**src/rtl/pe_share_arbiter.sv**
```systemverilog
// Round-robin arbiter that time-shares one priority encoder between several clients.
// It runs the encoder start/ready/done handshake, returns the result to the owner and aborts hung jobs.
module pe_share_arbiter #(
  parameter int NUM_CLIENTS    = 4,
  parameter int DATA_LEN       = 20,
  parameter int RESULT_LEN     = $clog2(DATA_LEN),
  parameter int IDX_W          = $clog2(NUM_CLIENTS),
  parameter int TIMEOUT_CYCLES = 255
) (
  input  logic                            clk,
  input  logic                            rst,
  input  logic [NUM_CLIENTS-1:0]          req,
  input  logic [NUM_CLIENTS*DATA_LEN-1:0] req_data,
  output logic [NUM_CLIENTS-1:0]          gnt,
  output logic [NUM_CLIENTS-1:0]          rsp_valid,
  output logic [RESULT_LEN-1:0]           rsp_result,
  output logic                            rsp_zero_f,
  output logic                            rsp_timeout,
  output logic [IDX_W-1:0]                rsp_owner,
  output logic                            busy,
  output logic                            pe_start,
  output logic [DATA_LEN-1:0]             pe_data,
  input  logic                            pe_ready,
  input  logic                            pe_done,
  input  logic [RESULT_LEN-1:0]           pe_result,
  input  logic                            pe_zero_f
);

  // state     | meaning
  // S_IDLE    | waiting for a request while the encoder is ready and not done
  // S_WAIT_DONE | job issued, waiting for done or watchdog expiry
  // S_RELEASE | response issued, waiting for the encoder done level to drop
  typedef enum logic [1:0] {S_IDLE, S_WAIT_DONE, S_RELEASE} state_t;

  localparam int WD_W = $clog2(TIMEOUT_CYCLES + 1);
  localparam logic [WD_W-1:0]  WD_LAST = WD_W'(TIMEOUT_CYCLES - 1);
  localparam logic [IDX_W:0]   NUM_C   = (IDX_W+1)'(NUM_CLIENTS);

  state_t                   state_q, state_d;
  logic [IDX_W-1:0]         ptr_q, ptr_d;
  logic [IDX_W-1:0]         owner_q, owner_d;
  logic [WD_W-1:0]          wd_q, wd_d;
  logic [NUM_CLIENTS-1:0]   gnt_q, gnt_d;
  logic [NUM_CLIENTS-1:0]   rsp_valid_q, rsp_valid_d;
  logic [RESULT_LEN-1:0]    rsp_result_q, rsp_result_d;
  logic                     rsp_zero_f_q, rsp_zero_f_d;
  logic                     rsp_timeout_q, rsp_timeout_d;
  logic [IDX_W-1:0]         rsp_owner_q, rsp_owner_d;
  logic                     busy_q, busy_d;
  logic                     pe_start_q, pe_start_d;
  logic [DATA_LEN-1:0]      pe_data_q, pe_data_d;

  logic [DATA_LEN-1:0]      client_data [NUM_CLIENTS];
  logic                     win_found;
  logic [IDX_W-1:0]         win_idx;
  logic [IDX_W:0]           scan;
  logic [IDX_W:0]           ptr_nxt;

  always_comb begin
    for (int k = 0; k < NUM_CLIENTS; k++) begin
      client_data[k] = req_data[k*DATA_LEN +: DATA_LEN];
    end
  end

  // Scan upward from the pointer with wrap; the first asserted request wins.
  always_comb begin
    win_found = 1'b0;
    win_idx   = '0;
    scan      = '0;
    for (int k = 0; k < NUM_CLIENTS; k++) begin
      scan = {1'b0, ptr_q} + (IDX_W+1)'(k);
      if (scan >= NUM_C) scan = scan - NUM_C;
      if (!win_found && req[scan[IDX_W-1:0]]) begin
        win_found = 1'b1;
        win_idx   = scan[IDX_W-1:0];
      end
    end
    ptr_nxt = {1'b0, win_idx} + (IDX_W+1)'(1);
    if (ptr_nxt == NUM_C) ptr_nxt = '0;
  end

  always_comb begin
    state_d       = state_q;
    ptr_d         = ptr_q;
    owner_d       = owner_q;
    wd_d          = wd_q;
    gnt_d         = '0;
    pe_start_d    = 1'b0;
    rsp_valid_d   = '0;
    rsp_result_d  = rsp_result_q;
    rsp_zero_f_d  = rsp_zero_f_q;
    rsp_timeout_d = rsp_timeout_q;
    rsp_owner_d   = rsp_owner_q;
    pe_data_d     = pe_data_q;
    case (state_q)
      S_IDLE: begin
        wd_d = '0;
        if (win_found && pe_ready && !pe_done) begin
          pe_data_d      = client_data[win_idx];
          owner_d        = win_idx;
          gnt_d[win_idx] = 1'b1;
          pe_start_d     = 1'b1;
          ptr_d          = ptr_nxt[IDX_W-1:0];
          state_d        = S_WAIT_DONE;
        end
      end
      S_WAIT_DONE: begin
        wd_d = wd_q + WD_W'(1);
        if (pe_done) begin
          rsp_result_d         = pe_result;
          rsp_zero_f_d         = pe_zero_f;
          rsp_timeout_d        = 1'b0;
          rsp_owner_d          = owner_q;
          rsp_valid_d[owner_q] = 1'b1;
          wd_d                 = '0;
          state_d              = S_RELEASE;
        end else if (wd_q == WD_LAST) begin
          rsp_result_d         = '0;
          rsp_zero_f_d         = 1'b0;
          rsp_timeout_d        = 1'b1;
          rsp_owner_d          = owner_q;
          rsp_valid_d[owner_q] = 1'b1;
          wd_d                 = '0;
          state_d              = S_RELEASE;
        end
      end
      S_RELEASE: begin
        // Holding here until done drops keeps a stale done level from closing the next job.
        if (!pe_done) state_d = S_IDLE;
      end
      default: state_d = S_IDLE;
    endcase
    busy_d = (state_d != S_IDLE);
  end

  always_ff @(posedge clk or negedge rst) begin
    if (!rst) begin
      state_q       <= S_IDLE;
      ptr_q         <= '0;
      owner_q       <= '0;
      wd_q          <= '0;
      gnt_q         <= '0;
      rsp_valid_q   <= '0;
      rsp_result_q  <= '0;
      rsp_zero_f_q  <= 1'b0;
      rsp_timeout_q <= 1'b0;
      rsp_owner_q   <= '0;
      busy_q        <= 1'b0;
      pe_start_q    <= 1'b0;
      pe_data_q     <= '0;
    end else begin
      state_q       <= state_d;
      ptr_q         <= ptr_d;
      owner_q       <= owner_d;
      wd_q          <= wd_d;
      gnt_q         <= gnt_d;
      rsp_valid_q   <= rsp_valid_d;
      rsp_result_q  <= rsp_result_d;
      rsp_zero_f_q  <= rsp_zero_f_d;
      rsp_timeout_q <= rsp_timeout_d;
      rsp_owner_q   <= rsp_owner_d;
      busy_q        <= busy_d;
      pe_start_q    <= pe_start_d;
      pe_data_q     <= pe_data_d;
    end
  end

  assign gnt         = gnt_q;
  assign rsp_valid   = rsp_valid_q;
  assign rsp_result  = rsp_result_q;
  assign rsp_zero_f  = rsp_zero_f_q;
  assign rsp_timeout = rsp_timeout_q;
  assign rsp_owner   = rsp_owner_q;
  assign busy        = busy_q;
  assign pe_start    = pe_start_q;
  assign pe_data     = pe_data_q;

endmodule
```
**config.mk**
```make
export PLATFORM = sky130hd
export DESIGN_NAME = pe_share_arbiter
export DESIGN_NICKNAME = d
export VERILOG_FILES = /design/src/rtl/pe_share_arbiter.sv
export SDC_FILE = /design/constraint.sdc
export NUM_CORES = 1
export LEC_CHECK = 0
export CAP_MARGIN = 10
export CORE_ASPECT_RATIO = 1.2
export CORE_MARGIN = 1
export CORE_UTILIZATION = 45
export CTS_CLUSTER_DIAMETER = 80
export DETAILED_ROUTE_END_ITERATION = 10
export GPL_TIMING_DRIVEN = 0
export PLACE_DENSITY_LB_ADDON = 0.3
export REMOVE_ABC_BUFFERS = 1
export SETUP_SLACK_MARGIN = 0.4
export SLEW_MARGIN = 20
export SYNTH_ARGS = -nofsm -noshare
export SYNTH_HDL_FRONTEND = slang
export SYNTH_SLANG_ARGS = --single-unit
```
**constraint.sdc**
```tcl
create_clock -name clk -period 4.8 [get_ports clk]
set_input_delay 0.96 -clock clk [delete_from_list [all_inputs] [get_ports clk]]
set_output_delay 0.96 -clock clk [all_outputs]
set_load 0.02 [all_outputs]
```
* After elaboration in Yosys (flattened, before gate mapping) *
Index checks and enable logic that the tools add are counted.

operators by class
  reductions and logical operators = 17
  bitwise gates (word level) = 1
  eq/ne operators = 4
  magnitude comparators = 13
  multiplexer cells = 51
  add/subtract/negate cells = 9

operators with widths
  operator                                                                      count
  20-bit binary-select mux with 2-bit select                                    1
  20-bit two-way mux                                                            2
  2-bit two-way mux                                                             15
  4-bit two-way mux                                                             5
  2-bit by 3-bit less-than comparator with 1-bit output, second input constant  6
  1-bit two-way mux                                                             16
  8-bit two-way mux                                                             2
  8-bit case mux with 2 select lines                                            1
  3-bit >= comparator, second input constant                                    4
  5-bit two-way mux                                                             2
  8-bit by 1-bit adder with 8-bit output, second input constant                 1
  1-bit binary-select mux with 2-bit select                                     4
  8-bit equality test, second input constant                                    1
  2-bit by 1-bit subtractor with 2-bit output, second input constant            4
  1-bit logical AND                                                             7
  2-bit by 1-bit adder with 3-bit output, second input constant                 2
  2-bit by 2-bit adder with 3-bit output, second input constant                 2
  2-bit case mux with 3 select lines                                            1
  2-bit nonzero test                                                            3
  1-bit demux with 2-bit select                                                 2
  2-bit by 1-bit >= comparator with 1-bit output, second input constant         2
  1-bit logical NOT                                                             4
  2-bit AND reduction                                                           2
  3-bit equality test, second input constant                                    1
  5 further kinds                                                               5

word-level totals
  logic and storage cells = 108
  input bits = 94
  register bits = 53

* Longest topological paths before layout *
  depth after elaboration = 20
  gate-level depth with buffers = 8

* Least setup slack after synthesis *
Ideal clock, no wire load.

  kind = input to register
  from = in req[3]
  to = reg gnt_q[0] (netlist: gnt[0])
  required time = 4680 ps
  stages = 7
  path slack = 2687 ps
  arrival = 1993 ps
  setup time = 120 ps
  buffers on the path = 1
  path through = nor2b_1 o21a_2 nor3_4 inv_2 buf_6 ha_1 and3_1

between the ends
  longest elaborated chain between the ends = 18
  elaborated cells between the ends (all ways) = 31
  classes of those cells = order compare: 2; mux: 20; reduce/logical: 9

ends and longest elaborated chain
  what                                                                                                                                           RTL line  text
  from (decl)                                                                                                                                    12        input logic [NUM_CLIENTS-1:0] req,
  1-bit binary-select mux with 2-bit select                                                                                                      73        if (!win_found && req[scan[IDX_W-1:0]]) begin
  1-bit two-way mux (implied by the code)                                                                                                        73
  1-bit two-way mux                                                                                                                              73
  1-bit logical NOT                                                                                                                              73
  1-bit logical AND                                                                                                                              73
  1-bit two-way mux                                                                                                                              73
  1-bit logical NOT                                                                                                                              73
  1-bit logical AND                                                                                                                              73
  (+4 left out)                                                                                                                                  --
  named net win_idx[0]                                                                                                                           55        logic [IDX_W-1:0] win_idx;
  2-bit by 3-bit less-than comparator with 1-bit output (implied by the code) or 2-bit by 1-bit >= comparator with 1-bit output (tied branches)  101       gnt_d[win_idx] = 1'b1;
  1-bit logical AND (implied by the code)                                                                                                        101
  1-bit two-way mux (implied by the code)                                                                                                        101
  1-bit demux with 2-bit select *                                                                                                                101
  4-bit two-way mux *                                                                                                                            98        if (win_found && pe_ready && !pe_done) begin
  4-bit two-way mux *                                                                                                                            95        case (state_q)
  named net gnt_d[0]                                                                                                                             43        logic [NUM_CLIENTS-1:0] gnt_q, gnt_d;
  to (signal assigned)                                                                                                                           156       gnt_q <= gnt_d;
  to (decl)                                                                                                                                      43

Mark *: on every way through the listed nets, which the timed path passes. The rest lies on a longest branch. The select of a mux whose other input is x is not followed.
A chain may end at the register's enable or synchronous reset.

* Final worst setup path *
  from = in pe_done
  to = reg pe_data_q[10] (netlist: pe_data[10])

between the ends
  longest elaborated chain between the ends = 3

ends and longest elaborated chain
  what                           RTL line  text
  from (decl)                    24        input logic pe_done,
  1-bit logical NOT              --
  1-bit logical AND              98
  2-bit AND reduction (no line)  --
  to (signal assigned)           164       pe_data_q <= pe_data_d;
  to (decl)                      51        logic [DATA_LEN-1:0] pe_data_q, pe_data_d;

No other way between the ends.

==> out/results.txt <==
Outcome: finished clean
Layout Nets: 520
DRT iter0 DRCs: 124
PwrDens: 441.0 nW/um2
Hold Path Class: reg2reg
Post-synthesis mux area share: 6.728%
PortBufs: 132
Register area share after synthesis: 44.58%
Area of the multi-input gates: 1503 um2
Synth top cells by count: dfrtp_1 (53), nand2_1 (44), o31ai_1 (21)
CP Capture Type: flip-flop
Post-Route WL: 8184 um
Core area: 6406 um2
CP required: 5.01 ns
Via count: 2883
ANT nets after route: 0
Post-route minimum period: 3.356 ns
Finish-stage setup viols: 0
Largest family of logic cells by synthesized area: compound AO/OA/AOI/OAI gates
Die Wd: 76.23 um
Syn Area/Cell: 9.723 um2
Grt ovf: 0
Synth area leader: dfrtp_1
Antenna cell count: 0
Detailed-route wire length per cell: 16.17 um
# DRC: 0
Yosys top cell area share: 44.58%
# H-tree levels: 2
All-layer global routing usage: 24.07%
Area delta synth->final: 47.98%
Synth Area in Compound Gates: 22.41%
Initial core utilization: 46.45%
Gate power share: 51.0%
Ys flop type: dfrtp_1
Number of flops mapped to enable cells by yosys: 0
Max VDD drop: 0.2379 mV
Async S/R FF share, synth: 100.0%
Worst Setup Start Kind: input pin
Fin. max-slew vios: 0
Int Power: 1165 uW
Die Ht: 91.08 um
I/O pin cnt: 133
M2 GR Usage: 42.34%
Synth Area in XOR/XNOR: 0.5887%
Gpl congestion: 0.8095
Synth Area in Adders: 2.523%
Synthesis-stage register bit count: 53
Setup repair bufs after CTS: 0
Vias in the first global route: 2797
Flip-flop and latch area: 1326 um2
Leakage power: 0.001875 uW
Initial antenna violation count: 0
Synthesized area: 2975 um2
Worst-Margin Slew: 1.119 ns
Setup_tns: 0 ns
RSZ-0062 raised after global routing: false
Period utilization: 69.92%
First-pass GRT wire length: 13190 um
Clock transition at path regs: 0.10 ns
Total power draw: 1942 uW
Fillers: 513
Post-synth cell types: 37
Num CTS Buffers: 5
CTS Hold Bufs: 0
Drt first pass iters: 5
Flop2flop setup slack: 2.07 ns
HPWL after detailed placement: 5823 um
GR peak layer: met2
CTS tree: built
Grt met1 use: 28.59%
DIE AREA: 6943 um2
Sequential power share: 35.5%
Switching portion of total power: 39.99%
Worst-Skew Late Latency: 0.31 ns
Final setup skew: 0.004938 ns
Synth top area cells: dfrtp_1 (45%), mux2i_1 (6.7%), a211o_1 (5.9%)
CTS max path bufs: 2
Ratio of cells with drive above 1 in the final layout: 5.463%
Largest net degree at the start of global routing: 54
FP Rows: 32
CTS resizes: 0
Setup CP Type: in2reg
Root buffer cell: clkbuf_8
P_sw: 776.4 uW
Clock power frac: 13.5%
CP Data Arrival Time: 3.57 ns
Vias per cell: 5.698
Mapped Cells: 306
Max cap viols: 0
Hold Vio Cnt, Final: 0
Clock sink total: 53
Slew HR: 25.42%
Max Freq: 298.0 MHz
Highest net fanout along the worst path: 23
Synth Area in Simple Gates: 17.96%
Met3 usage: 6.432%
Most frequent cell after synthesis: dfrtp_1
YS warnings: 0
## per-stage QoR
| step | hold slack, ns | setup WS [ns] | util [%] | instance area [um2] | cells |
|---|---|---|---|---|---|
| floorplan | 0.4375 | 1.884 | - | 2835 | 279 |
| detailed placement | 0.4690 | 1.078 | 67.25 | 4308 | 498 |
| global route | 0.5105 | 1.270 | 68.73 | 4403 | 506 |
| CTS | 0.4878 | 1.431 | 68.73 | 4403 | 506 |
| finish | 0.4893 | 1.444 | 68.73 | 4403 | 506 |
| global placement | 0.4575 | 0.4283 | 66.54 | 4263 | 496 |
## layout make-up
cell class,count,area share [%]
tap,85,2.415
timing repair buffer,134,30.83
inverter,4,0.3410
multi-input combinational,222,34.13
clock inverter,3,0.5968
sequential,53,30.12
clock buffer,5,1.563
## worst max-delay path: stages
cell and delay [ns]:
clkdlybuf4s50_1 0.48, nor4b_2 0.50, nand2_2 0.43, inv_1 0.27
nand2_1 0.52, o211ai_1 0.40
## cells in the final DEF (no fill, tap or decap), types with 3 or more instances in the layout
master / count
and3_1: 7
nand4_1: 20
o21ai_0: 12
nand2_1: 43
nor2b_1: 3
clkdlybuf4s50_1: 131
a22o_1: 6
o31ai_1: 21
mux2i_1: 20
and2_1: 4
a211o_1: 20
o211ai_1: 20
ha_1: 6
nor2_1: 10
nand3_1: 5
clkbuf_8: 5
nand2b_1: 3
dfrtp_1: 53
## cell families (layout without fill, tap and decap cells)
logic type               count (synthesis)  in the layout
XOR/XNOR                                 2              2
AO/OA/AOI/OAI                           89             89
adder cells (fa/ha/maj)                  6              6
flip-flops                              53             53
multiplexers                            20             20
buffers and inverters                   31            146
AND/OR/NAND/NOR                        105            105
## routing by layer
| layer | vias to the layer above | part of all wire (%) |
|---|---|---|
| met3 | 8 | 8.5 |
| met4 | 0 | 1.3 |
| li1 | 1367 | - |
| met5 | - | 0 |
| met1 | 1366 | 40 |
| met2 | 142 | 51 |
## power by group through the flow
stage / logic, uW / registers (uW) / clock network (uW)
final: 989 / 690 / 262
after global routing: 1060 / 714 / 288
after CTS: 994 / 690 / 272
after detailed placement: 993 / 696 / 0
after global placement: 955 / 692 / 0
after floorplan: 373 / 840 / 0
## path summary, 6_finish.rpt
kind	from	end	depth (start not counted)
worst max-delay path	pe_done	pe_data[10]	6
worst min register to register	rsp_owner[0]	rsp_owner[0]	2
min in group asynchronous	rst	gnt[0]	1
worst max register to register	ptr_q[1]	pe_data[9]	6
worst min-delay path	rsp_owner[0]	rsp_owner[0]	2
max in group asynchronous	rst	pe_data[17]	1
## registers in the layout, indices dropped and copies added, names as in the netlist
name and count:
busy 1, gnt 4, owner_q 2, pe_data 20, pe_start 1, ptr_q 2, rsp_owner 2, rsp_result 5
rsp_timeout 1, rsp_valid 4, rsp_zero_f 1, state_q 2, wd_q 8
Note: power is estimated with default switching activity, not from simulation.
